===== config.mk =====
export PLATFORM = sky130hd
export DESIGN_NAME = vga_timing_gen_flat
export DESIGN_NICKNAME = d
export VERILOG_FILES = /design/src/rtl/vga_timing_if.sv /design/src/rtl/vga_timing_gen.sv /design/src/flat_wrapper.sv
export SDC_FILE = /design/constraint.sdc
export NUM_CORES = 1
export LEC_CHECK = 0
export BUFFER_PORTS_ARGS = -buffer_cell sky130_fd_sc_hd__buf_2
export CAP_MARGIN = 20
export CORE_ASPECT_RATIO = 1.75
export CORE_MARGIN = 2
export CORE_UTILIZATION = 55
export DETAILED_ROUTE_END_ITERATION = 6
export GPL_ROUTABILITY_DRIVEN = 0
export GPL_TIMING_DRIVEN = 1
export HOLD_SLACK_MARGIN = 0.03
export PLACE_DENSITY = 0.78
export REMOVE_ABC_BUFFERS = 1
export SETUP_SLACK_MARGIN = 0.3
export SYNTH_ARGS = -nofsm -noshare
export SYNTH_HDL_FRONTEND = slang
export SYNTH_SLANG_ARGS = --single-unit

===== constraint.sdc =====
create_clock -name clk -period 5 [get_ports clk]
set_clock_uncertainty 0.2 [all_clocks]
set_input_delay 0.5 -clock clk [delete_from_list [all_inputs] [get_ports clk]]
set_output_delay 0.5 -clock clk [all_outputs]
set_load 0.05 [all_outputs]

===== src/rtl/vga_timing_if.sv =====
// Timing bus between the VGA pixel-timing generator and its consumers.
// The generator (master) drives the counters, syncs, strobes and frame count.
// The consumer (slave) drives the pixel advance enable.
interface vga_timing_if #(
    parameter int FRAME_W = 9
);
    logic               en;
    logic [9:0]         hpos;
    logic [9:0]         vpos;
    logic               hsync;
    logic               vsync;
    logic               display_on;
    logic               line_start;
    logic               frame_start;
    logic [FRAME_W-1:0] frame_no;

    modport master (
        input  en,
        output hpos, vpos, hsync, vsync, display_on,
               line_start, frame_start, frame_no
    );

    modport slave (
        output en,
        input  hpos, vpos, hsync, vsync, display_on,
               line_start, frame_start, frame_no
    );
endinterface


===== src/rtl/vga_timing_gen.sv =====
// VGA pixel-timing generator: raster counters, sync pulses, display window,
// line/frame strobes and a frame counter, all registered and mutually aligned.
// The frame counter is advanced on the clock, never on the sync pin itself.
module vga_timing_gen #(
    parameter int H_DISPLAY  = 640,
    parameter int H_FRONT    = 16,
    parameter int H_SYNC     = 96,
    parameter int H_BACK     = 48,
    parameter int V_DISPLAY  = 480,
    parameter int V_FRONT    = 10,
    parameter int V_SYNC     = 2,
    parameter int V_BACK     = 33,
    parameter int H_SYNC_POL = 0,
    parameter int V_SYNC_POL = 0,
    parameter int FRAME_W    = 9
) (
    input  logic         clk,
    input  logic         rst_n,
    vga_timing_if.master io_vga
);
    localparam int H_TOTAL = H_DISPLAY + H_FRONT + H_SYNC + H_BACK;
    localparam int V_TOTAL = V_DISPLAY + V_FRONT + V_SYNC + V_BACK;

    localparam logic [9:0] H_LAST   = 10'(H_TOTAL - 1);
    localparam logic [9:0] V_LAST   = 10'(V_TOTAL - 1);
    localparam logic [9:0] H_VIS    = 10'(H_DISPLAY);
    localparam logic [9:0] V_VIS    = 10'(V_DISPLAY);
    localparam logic [9:0] HS_START = 10'(H_DISPLAY + H_FRONT);
    localparam logic [9:0] HS_END   = 10'(H_DISPLAY + H_FRONT + H_SYNC - 1);
    localparam logic [9:0] VS_START = 10'(V_DISPLAY + V_FRONT);
    localparam logic [9:0] VS_END   = 10'(V_DISPLAY + V_FRONT + V_SYNC - 1);
    localparam logic       HS_ACT   = 1'(H_SYNC_POL);
    localparam logic       VS_ACT   = 1'(V_SYNC_POL);

    logic [9:0]         r_hpos;
    logic [9:0]         r_vpos;
    logic               r_hsync;
    logic               r_vsync;
    logic               r_display_on;
    logic               r_line_start;
    logic               r_frame_start;
    logic [FRAME_W-1:0] r_frame_no;

    logic [9:0]         w_hpos_next;
    logic [9:0]         w_vpos_next;
    logic               w_hsync_next;
    logic               w_vsync_next;
    logic               w_display_next;
    logic               w_line_next;
    logic               w_frame_next;
    logic               w_vblank_entry;

    // Next raster position if this edge advances.
    always_comb begin
        // NOTE: every always_comb output gets a default first so no path can infer a latch.
        w_hpos_next = r_hpos + 10'd1;
        w_vpos_next = r_vpos;
        if (r_hpos == H_LAST) begin
            w_hpos_next = '0;
            w_vpos_next = (r_vpos == V_LAST) ? '0 : r_vpos + 10'd1;
        end
    end

    // Decodes taken from the next position so they land in the same cycle as it.
    assign w_hsync_next   = (w_hpos_next >= HS_START && w_hpos_next <= HS_END) ? HS_ACT : ~HS_ACT;
    assign w_vsync_next   = (w_vpos_next >= VS_START && w_vpos_next <= VS_END) ? VS_ACT : ~VS_ACT;
    assign w_display_next = (w_hpos_next < H_VIS) && (w_vpos_next < V_VIS);
    assign w_line_next    = (w_hpos_next == '0);
    assign w_frame_next   = w_line_next && (w_vpos_next == '0);
    assign w_vblank_entry = w_line_next && (w_vpos_next == V_VIS);

    // Raster state: synchronous reset to the last pixel of a virtual previous frame.
    always_ff @(posedge clk) begin
        // NOTE: sequential state uses non-blocking assignments so all registers update together.
        if (!rst_n) begin
            r_hpos        <= H_LAST;
            r_vpos        <= V_LAST;
            r_hsync       <= ~HS_ACT;
            r_vsync       <= ~VS_ACT;
            r_display_on  <= 1'b0;
            r_line_start  <= 1'b0;
            r_frame_start <= 1'b0;
            r_frame_no    <= '0;
        end else begin
            // Strobes only survive one clock; a held edge clears them.
            r_line_start  <= 1'b0;
            r_frame_start <= 1'b0;
            if (io_vga.en) begin
                r_hpos        <= w_hpos_next;
                r_vpos        <= w_vpos_next;
                r_hsync       <= w_hsync_next;
                r_vsync       <= w_vsync_next;
                r_display_on  <= w_display_next;
                r_line_start  <= w_line_next;
                r_frame_start <= w_frame_next;
                // Bump at the start of vertical blanking so the count is steady over visible pixels.
                if (w_vblank_entry) begin
                    r_frame_no <= r_frame_no + FRAME_W'(1);
                end
            end
        end
    end

    assign io_vga.hpos        = r_hpos;
    assign io_vga.vpos        = r_vpos;
    assign io_vga.hsync       = r_hsync;
    assign io_vga.vsync       = r_vsync;
    assign io_vga.display_on  = r_display_on;
    assign io_vga.line_start  = r_line_start;
    assign io_vga.frame_start = r_frame_start;
    assign io_vga.frame_no    = r_frame_no;
endmodule

===== src/flat_wrapper.sv =====
// flat-port wrapper written by rule: the top's interface ports become plain ports
module vga_timing_gen_flat 
#(
    parameter int H_DISPLAY  = 640,
    parameter int H_FRONT    = 16,
    parameter int H_SYNC     = 96,
    parameter int H_BACK     = 48,
    parameter int V_DISPLAY  = 480,
    parameter int V_FRONT    = 10,
    parameter int V_SYNC     = 2,
    parameter int V_BACK     = 33,
    parameter int H_SYNC_POL = 0,
    parameter int V_SYNC_POL = 0,
    parameter int FRAME_W    = 9
)
  (clk, rst_n, io_vga_en, io_vga_hpos, io_vga_vpos, io_vga_hsync, io_vga_vsync, io_vga_display_on, io_vga_line_start, io_vga_frame_start, io_vga_frame_no);
  vga_timing_if #(.FRAME_W(FRAME_W)) io_vga_i ();
  input  logic clk;
  input  logic rst_n;
  input wire logic [$bits(io_vga_i.en)-1:0] io_vga_en;
  output wire logic [$bits(io_vga_i.hpos)-1:0] io_vga_hpos;
  output wire logic [$bits(io_vga_i.vpos)-1:0] io_vga_vpos;
  output wire logic [$bits(io_vga_i.hsync)-1:0] io_vga_hsync;
  output wire logic [$bits(io_vga_i.vsync)-1:0] io_vga_vsync;
  output wire logic [$bits(io_vga_i.display_on)-1:0] io_vga_display_on;
  output wire logic [$bits(io_vga_i.line_start)-1:0] io_vga_line_start;
  output wire logic [$bits(io_vga_i.frame_start)-1:0] io_vga_frame_start;
  output wire logic [$bits(io_vga_i.frame_no)-1:0] io_vga_frame_no;
  assign io_vga_i.en = io_vga_en;
  assign io_vga_hpos = io_vga_i.hpos;
  assign io_vga_vpos = io_vga_i.vpos;
  assign io_vga_hsync = io_vga_i.hsync;
  assign io_vga_vsync = io_vga_i.vsync;
  assign io_vga_display_on = io_vga_i.display_on;
  assign io_vga_line_start = io_vga_i.line_start;
  assign io_vga_frame_start = io_vga_i.frame_start;
  assign io_vga_frame_no = io_vga_i.frame_no;
  vga_timing_gen #(.H_DISPLAY(H_DISPLAY), .H_FRONT(H_FRONT), .H_SYNC(H_SYNC), .H_BACK(H_BACK), .V_DISPLAY(V_DISPLAY), .V_FRONT(V_FRONT), .V_SYNC(V_SYNC), .V_BACK(V_BACK), .H_SYNC_POL(H_SYNC_POL), .V_SYNC_POL(V_SYNC_POL), .FRAME_W(FRAME_W)) u_core (.clk(clk), .rst_n(rst_n), .io_vga(io_vga_i));
endmodule

# ---- After elaboration in Yosys (flattened, before gate mapping)
# Cells that the tools add are included.
# W data, S select, Z words.
dict set report classes {
  n_eq_ne 3
  magnitude_cmp 6
  reduce_logical 9
  mux 5
  n_addsub 3
}
# operator count
set op_table {}
lappend op_table {{$mux W10} 3}
lappend op_table {{$add A10 B1 Y10 const B} 2}
lappend op_table {{$eq A10 B10 Y1 const B} 2}
lappend op_table {{$logic_not A10 Y1} 2}
lappend op_table {{$eq A10 B9 Y1 const B} 1}
lappend op_table {{$ge A10 B10 Y1 const B} 1}
lappend op_table {{$ge A10 B9 Y1 const B} 1}
lappend op_table {{$le A10 B10 Y1 const B} 1}
lappend op_table {{$le A10 B9 Y1 const B} 1}
lappend op_table {{$lt A10 B10 Y1 const B} 1}
lappend op_table {{$lt A10 B9 Y1 const B} 1}
lappend op_table {{$add A9 B1 Y9 const B} 1}
lappend op_table {{$logic_and A1 B1 Y1} 5}
lappend op_table {{$reduce_and A2 Y1} 2}
lappend op_table {{$mux W1} 2}
dict set report word_totals {
  wordCells 34
  input_bits 3
  output_inout_bits 34
  ff_bits 34
}

# ---- Depth between registers and ports, before layout
# Gate-level depths: netlist (run 1).
dict set report depth {
  depth_word 6
  mapped_depth 11
}

# ---- Least setup slack after synthesis (run 1)
# OpenSTA, ideal clock, no wires.
dict set report synth_path {
  path_type {reg2reg}
  start {register u_core.r_hpos[1] (netlist: u_core.io_vga.hpos[1])}
  end {register u_core.r_frame_no[7] (netlist: u_core.io_vga.frame_no[7])}
  setup_time_ns 0.071
  t_arrival_ns 2.885
  synth_period_minus_slack_ns 3.156
  t_required_ns 4.729
  n_path_buf 2
  path_stages_with_launch 11
  setup_slack_ns 1.844
  path_cell_list {dfxtp_1 > ha_1 > and4_1 > buf_4 > nand3_4 > or3_4 > a22oi_4 > nand3_4 > buf_6 > or4_1 > a21oi_1}
}
dict set report synth_via {
  elab_chain_len 5
  elab_cells_between_ends 8
  classes_between {add/sub: 1; eq/ne: 2; mux: 2; reduce/logical: 3}
}
# element line
set synth_rtl {}
lappend synth_rtl {{from (decl)} vga_timing_gen.sv:35} ;# logic [9:0] r_hpos;
lappend synth_rtl {{from (signal assigned)} vga_timing_gen.sv:89} ;# r_hpos <= w_hpos_next;
lappend synth_rtl {{$add A10 B1 Y10 or $eq A10 B10 Y1 (tied branches)} {vga_timing_gen.sv:56, vga_timing_gen.sv:58}}
lappend synth_rtl {{$mux W10} vga_timing_gen.sv:58} ;# if (r_hpos == H_LAST) begin
lappend synth_rtl {{$logic_not A10 Y1 or $eq A10 B9 Y1 (tied branches)} {vga_timing_gen.sv:68, vga_timing_gen.sv:70}}
lappend synth_rtl {{$logic_and A1 B1 Y1 (*)} vga_timing_gen.sv:70} ;# assign w_vblank_entry = w_line_next && (w_vpos_next == V_VIS);
lappend synth_rtl {{$reduce_and A2 Y1 (no source line) (*)} n/a}
lappend synth_rtl {{to (signal assigned)} vga_timing_gen.sv:98} ;# r_frame_no <= r_frame_no + FRAME_W'(1);
lappend synth_rtl {{to (decl)} vga_timing_gen.sv:42} ;# logic [FRAME_W-1:0] r_frame_no;
# Mark *: on every way between the ends. The rest lies on a longest branch, timed or not.
# A chain may end at the register's enable or synchronous reset.

# ---- Final worst setup path (run 1)
# Same ends and word-level chain as after synthesis.

==> results of run 1 <==
sequential cells by signal, indices dropped and copies added, names as in the netlist:
| name | flops |
|---|---|
| u_core.io_vga.display_on | 1 |
| u_core.io_vga.frame_no | 9 |
| u_core.io_vga.frame_start | 1 |
| u_core.io_vga.hpos | 10 |
| u_core.io_vga.hsync | 1 |
| u_core.io_vga.line_start | 1 |
| u_core.io_vga.vpos | 10 |
| u_core.io_vga.vsync | 1 |
worst max-delay path by stage:
stage | depth (start not counted) | slack [ns] | to | from
finish | 8 | 1.82 | u_core.io_vga.frame_no[7]$_SDFFE_PN0P_ | u_core.io_vga.hpos[1]$_SDFFE_PN1P_
global route | 8 | 1.49 | u_core.io_vga.frame_no[8]$_SDFFE_PN0P_ | u_core.io_vga.hpos[1]$_SDFFE_PN1P_
CTS | 8 | 1.79 | u_core.io_vga.frame_no[7]$_SDFFE_PN0P_ | u_core.io_vga.hpos[1]$_SDFFE_PN1P_
detailed placement | 8 | 1.82 | u_core.io_vga.frame_no[7]$_SDFFE_PN0P_ | u_core.io_vga.hpos[1]$_SDFFE_PN1P_
global placement | 8 | 1.94 | u_core.io_vga.frame_no[4]$_SDFFE_PN0P_ | u_core.io_vga.hpos[1]$_SDFFE_PN1P_
floorplan | 8 | 1.72 | u_core.io_vga.frame_no[8]$_SDFFE_PN0P_ | u_core.io_vga.hpos[1]$_SDFFE_PN1P_
power by group through the flow:
stage	clock network [W]	registers [W]	logic, W
finish	0.000194	0.000312	0.000248
global route	0.000212	0.000316	0.000274
CTS	0.000196	0.000311	0.000247
detailed placement	0	0.000317	0.000245
global placement	0	0.000317	0.000245
floorplan	0	0.000359	0.000144
layout make-up:
| cell class | count | area, µm² |
|---|---|---|
| clock inverters | 2 | 10.01 |
| fillers | 372 | 1459 |
| inverters | 8 | 30.03 |
| repair buffers | 36 | 180.2 |
| flip-flops and latches | 34 | 680.7 |
| multi-input cells | 211 | 1340 |
| well taps | 48 | 60.06 |
| clock buffers | 5 | 68.82 |
placed cells by master, fill, tap and decap left out, drive strengths merged, types with 8 or more instances in the layout:
cell | netlist | final
a21oi | 18 | 18
buf | 8 | 36
dfxtp | 34 | 34
nand2 | 28 | 28
nand3 | 22 | 22
nor2 | 24 | 24
o21ai | 17 | 17
o31ai | 8 | 8
metrics by stage:
step                std cells  area (µm²)
finish                    344        2370
global route              344        2370
CTS                       344        2370
detailed placement        337        2291
global placement          337        2291
floorplan                 253        2051
per-layer routing:
layer  wire (µm)  part of all wire, %  vias up
met5           0                    0        -
met4         129                  2.5        0
met3         203                  3.9       12
met2        2708                   53       60
met1        2105                   41      984
li1            -                    -     1037
worst reg2reg max path, cell delays in order (launching register included):
cell and delay [ns]:
dfxtp_1 0.42, ha_1 0.27, and4_1 0.42, and3_1 0.45
nand4b_1 0.21, a22oi_4 0.24, nand3_4 0.19, or4_1 0.53
a21oi_1 0.17
cells by family after synthesis:
logic type      count (synthesis)  synth area share [%]
buf+inv                        27                 5.995
fa+ha+maj                       6                 3.492
simple gates                  125                 32.25
flops                          34                 31.66
mux                             2                0.9314
xor+xnor                       14                 5.704
compound gates                 64                 19.97
==> reports/metrics.yaml, run 1 <==
run_status:
  status: "finished, final reports clean"
clock_tree:
  cts_inserted_buffers: 5
  cts_setup_buffers: 0
  cts.sinks: 34
  hold_buffers: 0
  cts.path.max_buffers: 2
  cts-root-buf: "clkbuf_8"
  clkLatencyLatePin_ns: 0.28
  cts_tree: "done"
  cts.clk_slew.worst_paths_ns: 0.07
  cts_resized: 0
  htree_levels: 2
global_route:
  grtUsageTotal_pct: 25.69
  grt_max_degree: 29
  busiest_layer: "met2"
  overflow: 0
  gr-usage-met3_pct: 4.138
  grt_pass1_vias: 1940
  grt_first_pass_wirelength_um: 8935
  antenna_found_initial: 0
  gr-usage-met1_pct: 30.35
  use_met2_pct: 45.69
floorplan:
  die_h_um: 86.70
  ios: 37
  rows: 30
  initial_core_util_pct: 56.14
  die_area_um2: 4444
  die_x_um: 51.26
  core_area_um2: 3829
synthesis:
  netlist_top_cells_count: "dfxtp_1 (34), nand2_1 (28), nor2_1 (24)"
  synth_area_um2: 2150
  ys_warn_count: 0
  yosysTopAreaCellShare_pct: 31.66
  yosysTopAreaCell: "dfxtp_1"
  yosys.cell_count.top_type: "dfxtp_1"
  ys_types: 50
  ys_top_cells_by_area: "dfxtp_1 (32%), nand2_1 (4.9%), nand3_1 (4.7%)"
  ys_seq_area_share_pct: 31.66
  ys.flop_type: "dfxtp_1"
  ys_ff_latch: 34
  synthArstFlopShare_pct: 0
  post_synth.cell_area_avg_um2: 7.903
  synth_edf_count: 0
  syn_inst: 272
timing:
  slew_violations: 0
  worstMarginPinSlew_ns: 0.5541
  min_period_ns: 3.184
  final_hold_viol_count: 0
  holdWs_ns: 0.2851
  setup_slack_ns: 1.816
  max_freq_mhz: 314.1
  rsz0062_at_grt: "false"
  relSlewSlack_pct: 62.83
  min_period_over_period_pct: 63.68
  tns_ns: 0
  setup_viol: 0
layout:
  fin_util_pct: 61.90
  area_growth_pct: 10.24
  drive_gt1_share_pct: 17.91
  fin_nets: 305
  diodes: 0
flow_run:
  cap_violations: 0
detailed_routing:
  dr.pass1.iters: 4
  drc: 0
  viasPerCell: 6.084
  drt_first_iter_violations: 71
  ant_nets: 0
  wl_um: 5146
  wl_per_cell_um: 14.96
  vias: 2093
worst_setup_path:
  r2r-start: "u_core.io_vga.hpos[1]$_SDFFE_PN1P_"
  crit_arrival_ns: 3.18
  path_buf_inv: 0
  cp_cell_sequence: "ha_1 -> and4_1 -> and3_1 -> nand4b_1 -> a22oi_4 -> nand3_4 -> or4_1 -> a21oi_1"
  crit_fanout: 16
  reg2reg_depth: 8
  crit_family: "simple AND/OR/NAND/NOR gates"
  max_stage_delay_ns: 0.53
  worstReg2RegEnd: "u_core.io_vga.frame_no[7]$_SDFFE_PN0P_"
  critical_path_class: "reg -> reg"
  r2r_setup_slack_ns: 1.82
  critical_path.slowest_cell: "or4_1"
  critPathLaunchType: "register"
  endpoint_kind: "register"
  worstPathRequired_ns: 5.00
hold_path:
  hp-class: "reg -> reg"
  min_delay_path_depth: 2
  worst_hold_startpoint: "u_core.io_vga.frame_no[8]$_SDFFE_PN0P_"
  whs_endpoint: "u_core.io_vga.frame_no[8]$_SDFFE_PN0P_"
pwr:
  leakage_nw: 0.9204
  p_comb_share_pct: 32.9
  p_clk_share_pct: 25.8
  max-vdd-ir-drop_mv: 0.2003
  internal_power_w: 0.0004536
  p_switching_w: 0.0003009
  powerDensity_nw_per_um2: 318.4
  p_seq_share_pct: 41.4
  switching_share_pct: 39.88
  power_w: 0.0007545
place:
  dp_hpwl_um: 3696
  place_ws_ns: 1.820
  port_buffers: 36
Power figures use the tool's default switching activity.
==> inputs of run 2 (changes only) <==
Settings changed: ABC_AREA set to 1.
Clock period 5 ns to 3.24 ns, I/O delays scaled along.
==> run 2 against run 1 <==
Count of clock-buffer cells in the layout up 1. Global-route usage rose by 3.6 points. Flip-flop and latch count unchanged. Fmax grew 19%. Worst hold slack worse by 0.088 ns. Setup slack got worse by 1.3 ns. Combinational power grew 42%. Area after synthesis rose by 8.8%. Synthesized cell count grew 37%. Sequential power is 55% higher. Cell count rose by 32%. Critical path type unchanged.
==> reports/metrics.yaml, run 2 <==
run_status:
  status: "finished, final reports clean"  # unchanged
floorplan:
  die_x_um: 53.29  # was 51.26 µm
  die_h_um: 90.26  # was 86.70 µm
  initial_core_util_pct: 56.88  # was 56.14%
  rows: 31  # was 30
  ios: 37  # unchanged
  core_area_um2: 4111  # was 3829 µm²
  die_area_um2: 4810  # was 4444 µm²
timing:
  tns_ns: 0  # unchanged
  final_hold_viol_count: 0  # unchanged
  min_period_ns: 2.686  # was 3.184 ns
  relSlewSlack_pct: 46.95  # was 62.83%
  rsz0062_at_grt: "false"  # unchanged
  setup_viol: 0  # unchanged
  worstMarginPinSlew_ns: 0.7909  # was 0.5541 ns
  slew_violations: 0  # unchanged
  holdWs_ns: 0.1972  # was 0.2851 ns
  min_period_over_period_pct: 82.90  # was 63.68%
  max_freq_mhz: 372.3  # was 314.1 MHz
  setup_slack_ns: 0.5540  # was 1.816 ns
flow_run:
  cap_violations: 0  # unchanged
layout:
  area_growth_pct: 12.63  # was 10.24%
  final_cell_mix: "nand2_1 (89), nor2_1 (54), inv_1 (46)"  # was buf_2 (36), dfxtp_1 (34), nand2_1 (28)
  fin_nets: 414  # was 305
  final_common_cell: "nand2_1"  # was buf_2
  fin_area_um2: 2634  # was 2370 µm²
  diodes: 0  # unchanged
  drive_gt1_share_pct: 19.70  # was 17.91%
pwr:
  power_w: 0.001180  # was 0.0007545 W
  max-vdd-ir-drop_mv: 0.3668  # was 0.2003 mV
  powerDensity_nw_per_um2: 448.1  # was 318.4 nW/µm²
  leakage_nw: 1.276  # was 0.9204 nW
synthesis:
  ys_ff_latch: 34  # unchanged
  yosysTopAreaCell: "dfxtp_1"  # unchanged
  ys_types: 31  # was 50
  ys_warn_count: 0  # unchanged
  yosysTopAreaCellShare_pct: 29.11  # was 31.66%
  syn_inst: 372  # was 272
  synthArstFlopShare_pct: 0  # unchanged
  ys_top_cells_by_area: "dfxtp_1 (29%), nand2_1 (14%), nor2_1 (8.7%)"  # was dfxtp_1 (32%), nand2_1 (4.9%), nand3_1 (4.7%)
  ys.flop_type: "dfxtp_1"  # unchanged
  synth_area_um2: 2338  # was 2150 µm²
  post_synth.cell_area_avg_um2: 6.286  # was 7.903 µm²
  ys_seq_area_share_pct: 29.11  # was 31.66%
  yosys.cell_count.top_type: "nand2_1"  # was dfxtp_1
  synth_edf_count: 0  # unchanged
  netlist_top_cells_count: "nand2_1 (89), nor2_1 (54), inv_1 (46)"  # was dfxtp_1 (34), nand2_1 (28), nor2_1 (24)
global_route:
  overflow: 0  # unchanged
  grt_pass1_vias: 2498  # was 1,940
  grt_first_pass_wirelength_um: 10740  # was 8935 µm
  antenna_found_initial: 0  # unchanged
  grtUsageTotal_pct: 29.26  # was 25.69%
  grt_max_degree: 29  # unchanged
detailed_routing:
  drt_first_iter_violations: 63  # was 71
  drc: 0  # unchanged
  ant_nets: 0  # unchanged
  wl_per_cell_um: 14.18  # was 14.96 µm
  vias: 2552  # was 2,093
  dr.pass1.iters: 4  # unchanged
  viasPerCell: 5.609  # was 6.084
  wl_um: 6454  # was 5146 µm
worst_setup_path:
  critical_path.slowest_cell: "dfxtp_1"  # was or4_1
  path_buf_inv: 0  # unchanged
  crit_family: "simple AND/OR/NAND/NOR gates"  # unchanged
  cp_cell_sequence: "ha_1 -> nand3_2 -> nor2_4 -> nand2_2 -> nand3_1 -> nand3_2 -> nor2_4 -> nand4_4 -> o21ai_0 -> nor2_1"  # was ha_1 -> and4_1 -> and3_1 -> nand4b_1 -> a22oi_4 -> nand3_4 -> or4_1 -> a21oi_1
  crit_arrival_ns: 2.67  # was 3.18 ns
  worstPathRequired_ns: 3.23  # was 5.00 ns
  crit_fanout: 12  # was 16
  endpoint_kind: "register"  # unchanged
  critical_path_class: "reg -> reg"  # unchanged
  critPathLaunchType: "register"  # unchanged
  max_stage_delay_ns: 0.48  # was 0.53 ns
clock_tree:
  cts.sinks: 34  # unchanged
  clkLatencyLatePin_ns: 0.30  # was 0.28 ns
  hold_buffers: 0  # unchanged
  cts_setup_buffers: 0  # unchanged
  cts.path.max_buffers: 2  # unchanged
  htree_levels: 2  # unchanged
  cts_tree: "done"  # unchanged
  cts_inserted_buffers: 5  # unchanged
  cts_resized: 0  # unchanged
  cts.clk_slew.worst_paths_ns: 0.07  # about the same
  cts-root-buf: "clkbuf_8"  # unchanged
hold_path:
  hp-class: "in -> reg"  # was reg -> reg
place:
  placed_area_um2: 2530  # was 2291 µm²
  place_ws_ns: 0.3943  # was 1.820 ns
  dp_hpwl_um: 4801  # was 3696 µm
  port_buffers: 36  # unchanged
## run 2: cell count changes in the layout (fill, tap and decap cells not counted), sizes merged, moves of 7 or more
cell,previous run,this run
nand2,28,98
inv,7,50
or4,7,0
xnor2,7,0
nor2,24,68
nand4,7,18
and2,7,0
nand3,22,32
o31ai,8,0
## run 2: kinds of logic (layout without fill, tap and decap cells)
kind of cell	Yosys count	count (layout)	share of synthesized area, %
AOI/OAI and AO/OA	46	46	10.49
xor gates and xnor gates	2	2	0.7492
DFF	34	34	29.11
buffers and inverters	62	96	10.54
and+or+nand+nor	222	222	45.91
adders and majority gates	6	6	3.210
## run 2: metrics by stage
stage	util (%)	cells
6_report	64.06	455
5_1_grt	64.06	455
4_1_cts	63.85	455
3_5_place_dp	61.53	447
3_3_place_gp	61.53	447
2_1_floorplan	-	362
## run 2: final cells by class
class,count,area [µm²]
Clock buffer,6,82.58
Fill cell,418,1478
Timing Repair Buffer,36,180.2
Clock inverter,2,12.51
Tap cell,49,61.31
Sequential cell,34,680.7
Multi-Input combinational cell,276,1420
Inverter,52,196.4
## run 2: where the power goes
group / internal (W) / switching (W) / total (W)
Combinational: 0.0000933 / 0.000259 / 0.000352
Clock: 0.000171 / 0.000172 / 0.000343
Sequential: 0.000440 / 0.0000458 / 0.000485
## run 2: path summary, 6_finish.rpt
path | startpoint | end | slack, ns | depth (start not counted)
worst max-delay path | u_core.io_vga.hpos[0]$_SDFFE_PN1P_ | u_core.io_vga.frame_no[0]$_SDFFE_PN0P_ | 0.55 | 10
worst min-delay path | rst_n | u_core.io_vga.vpos[9]$_SDFFE_PN1P_ | 0.20 | 2
worst max register to register | u_core.io_vga.hpos[0]$_SDFFE_PN1P_ | u_core.io_vga.frame_no[0]$_SDFFE_PN0P_ | 0.55 | 10
worst min register to register | u_core.io_vga.vsync$_SDFFE_PN1P_ | u_core.io_vga.vsync$_SDFFE_PN1P_ | 0.26 | 2
## run 2: layer usage
metal,global-route usage (%),vias up,wire length (µm)
met1,28.53,1175,2340
met3,4.801,36,250
li1,-,1255,-
met4,19.02,0,384
met2,52.47,86,3479
met5,0,-,0
## run 2: worst reg2reg max path: cells and delay by family (launching register included)
family	cells	cell delay, ns
fa+ha+maj	1	0.31
simple gates	8	1.34
flops	1	0.48
compound gates	1	0.26
==> inputs of run 3 (changes only) <==
Clock period 3.24 ns to 2.7 ns, I/O delays scaled along.
==> run 3 against run 2 <==
Combinational power rose by 32%. Via count rose by 2.2%. Largest cell class unchanged. Highest routed layer unchanged. Clock power rose by 40%. Largest power group unchanged. Sequential share of layout area fell by 1.3 points. Critical path depth rose by 5.
==> reports/metrics.yaml, run 3 (synthesized netlist as in run 2, its figures left out) <==
global_route:
  grt_first_pass_wirelength_um: 10610  # was 10,740 µm
  grt_max_degree: 20  # was 29
  antenna_found_initial: 0  # unchanged
  overflow: 0  # unchanged
  grtUsageTotal_pct: 28.90  # was 29.26%
  grt_pass1_vias: 2460  # was 2,498
place:
  port_buffers: 36  # unchanged
  dp_hpwl_um: 4641  # was 4801 µm
timing:
  relSlewSlack_pct: 62.35  # was 46.95%
  max_freq_mhz: 432.3  # was 372.3 MHz
  tns_ns: 0  # unchanged
  rsz0062_at_grt: "false"  # unchanged
  worstMarginPinSlew_ns: 0.5641  # was 0.7909 ns
  min_period_over_period_pct: 85.67  # was 82.90%
  holdWs_ns: 0.1301  # was 0.1972 ns
  final_hold_viol_count: 0  # unchanged
  setup_viol: 0  # unchanged
  slew_violations: 0  # unchanged
  min_period_ns: 2.313  # was 2.686 ns
run_status:
  status: "finished, final reports clean"  # unchanged
detailed_routing:
  wl_um: 6520  # was 6454 µm
  dr.pass1.iters: 4  # unchanged
  viasPerCell: 5.571  # was 5.609
  ant_nets: 0  # unchanged
  vias: 2607  # was 2,552
  wl_per_cell_um: 13.93  # was 14.18 µm
  drt_first_iter_violations: 97  # was 63
  drc: 0  # unchanged
flow_run:
  cap_violations: 0  # unchanged
worst_setup_path:
  crit_fanout: 7  # was 12
  crit_arrival_ns: 2.30  # was 2.67 ns
  worstPathRequired_ns: 2.69  # was 3.23 ns
  critical_path.slowest_cell: "dfxtp_4"  # was dfxtp_1
  critPathLaunchType: "register"  # unchanged
  cp_cell_sequence: "ha_1 -> nand2_2 -> nor2_4 -> buf_4 -> inv_1 -> nand2_1 -> nand2_1 -> nand2_2 -> nand3_1 -> nor2_4 -> nand2_2 -> nor2_4 -> nand4_1 -> nand2_1 -> nor2_1"  # was ha_1 -> nand3_2 -> nor2_4 -> nand2_2 -> nand3_1 -> nand3_2 -> nor2_4 -> nand4_4 -> o21ai_0 -> nor2_1
  crit_family: "simple AND/OR/NAND/NOR gates"  # unchanged
  endpoint_kind: "register"  # unchanged
  path_buf_inv: 2  # was 0
  critical_path_class: "reg -> reg"  # unchanged
  max_stage_delay_ns: 0.39  # was 0.48 ns
floorplan:
  rows: 31  # unchanged
  ios: 37  # unchanged
  initial_core_util_pct: 56.88  # unchanged
  die_x_um: 53.29  # unchanged
  core_area_um2: 4111  # unchanged
  die_area_um2: 4810  # unchanged
  die_h_um: 90.26  # unchanged
clock_tree:
  cts.sinks: 34  # unchanged
  cts-root-buf: "clkbuf_8"  # unchanged
  cts_tree: "done"  # unchanged
  cts_inserted_buffers: 5  # unchanged
  cts.clk_slew.worst_paths_ns: 0.08  # was 0.07 ns
  htree_levels: 2  # unchanged
  hold_buffers: 0  # unchanged
  clkLatencyLatePin_ns: 0.29  # was 0.30 ns
  cts.path.max_buffers: 2  # unchanged
pwr:
  max-vdd-ir-drop_mv: 0.3929  # was 0.3668 mV
  powerDensity_nw_per_um2: 535.1  # was 448.1 nW/µm²
  leakage_nw: 1.357  # was 1.276 nW
layout:
  area_growth_pct: 22.26  # was 12.63%
  final_cell_mix: "nand2_1 (84), nor2_1 (50), inv_1 (45)"  # was nand2_1 (89), nor2_1 (54), inv_1 (46)
  final_common_cell: "nand2_1"  # unchanged
  diodes: 0  # unchanged
  drive_gt1_share_pct: 28.16  # was 19.70%
  fin_nets: 427  # was 414
hold_path:
  hp-class: "in -> reg"  # unchanged
-- run 3: changes by cell type in the layout (fill, tap and decap cells not counted), sizes merged --
cell and delta:
clkinvlp +1, clkbuf -1, clkinv -1, nand4 +1
bufinv +1, buf +12
-- run 3: layout make-up --
cell class | count | area (µm²)
Multi-Input combinational cell | 277 | 1516
Fill cell | 369 | 1252
Sequential cell | 34 | 700.7
Timing Repair Buffer | 48 | 270.3
Inverter | 52 | 196.4
Clock buffer | 5 | 68.82
Tap cell | 49 | 61.31
Clock inverter | 3 | 45.04
-- run 3: worst register-to-register path: cells and delay by family (launching register included) --
family                   cells  cell delay (ns)
AND/OR/NAND/NOR             12             1.26
buffers and inverters        2             0.16
flip-flops                   1             0.39
adder cells (fa/ha/maj)      1             0.21
-- run 3: metal layers --
| metal | track usage [%] | vias to the layer above | wire length (µm) |
|---|---|---|---|
| li1 | - | 1291 | - |
| met1 | 28.81 | 1156 | 2379 |
| met2 | 49.18 | 118 | 3305 |
| met3 | 5.960 | 42 | 382 |
| met4 | 21.37 | 0 | 453 |
| met5 | 0 | - | 0 |
-- run 3: timing repair --
item                                   4_1_cts  5_1_grt
buffers inserted                             2        6
cloned                                       1        0
resized for setup                           11       28
pin swaps                                    1        8
endpoints found under the hold margin        0        0
setup endpoints to repair                    9        9
-- run 3: where the power goes --
part           internal (W)  switching [W]  total, W
Clock              0.000275       0.000207  0.000481
Combinational      0.000137       0.000329  0.000466
Sequential         0.000530      0.0000518  0.000582
-- run 3: worst paths after layout --
path         cells past startpoint                                from  slack, ns                                endpoint
max reg2reg                     15  u_core.io_vga.vpos[0]$_SDFFE_PN0P_       0.39  u_core.io_vga.frame_no[6]$_SDFFE_PN0P_
min reg2reg                      2    u_core.io_vga.hsync$_SDFFE_PN1P_       0.27        u_core.io_vga.hsync$_SDFFE_PN1P_
min                              2                               rst_n       0.13      u_core.io_vga.vpos[9]$_SDFFE_PN1P_
max                             15  u_core.io_vga.vpos[0]$_SDFFE_PN0P_       0.39  u_core.io_vga.frame_no[6]$_SDFFE_PN0P_
-- run 3: stage by stage --
step | total power (W) | setup slack [ns] | area, µm² | cells | util [%]
2_1_floorplan | 0.0009040 | -0.1137 | 2288 | 362 | -
3_3_place_gp | 0.001006 | 0.1274 | 2560 | 451 | 62.26
3_5_place_dp | 0.001012 | 0.09563 | 2560 | 451 | 62.26
4_1_cts | 0.001501 | 0.3037 | 2749 | 462 | 66.86
5_1_grt | 0.001610 | 0.2679 | 2859 | 468 | 69.54
6_report | 0.001530 | 0.3870 | 2859 | 468 | 69.54
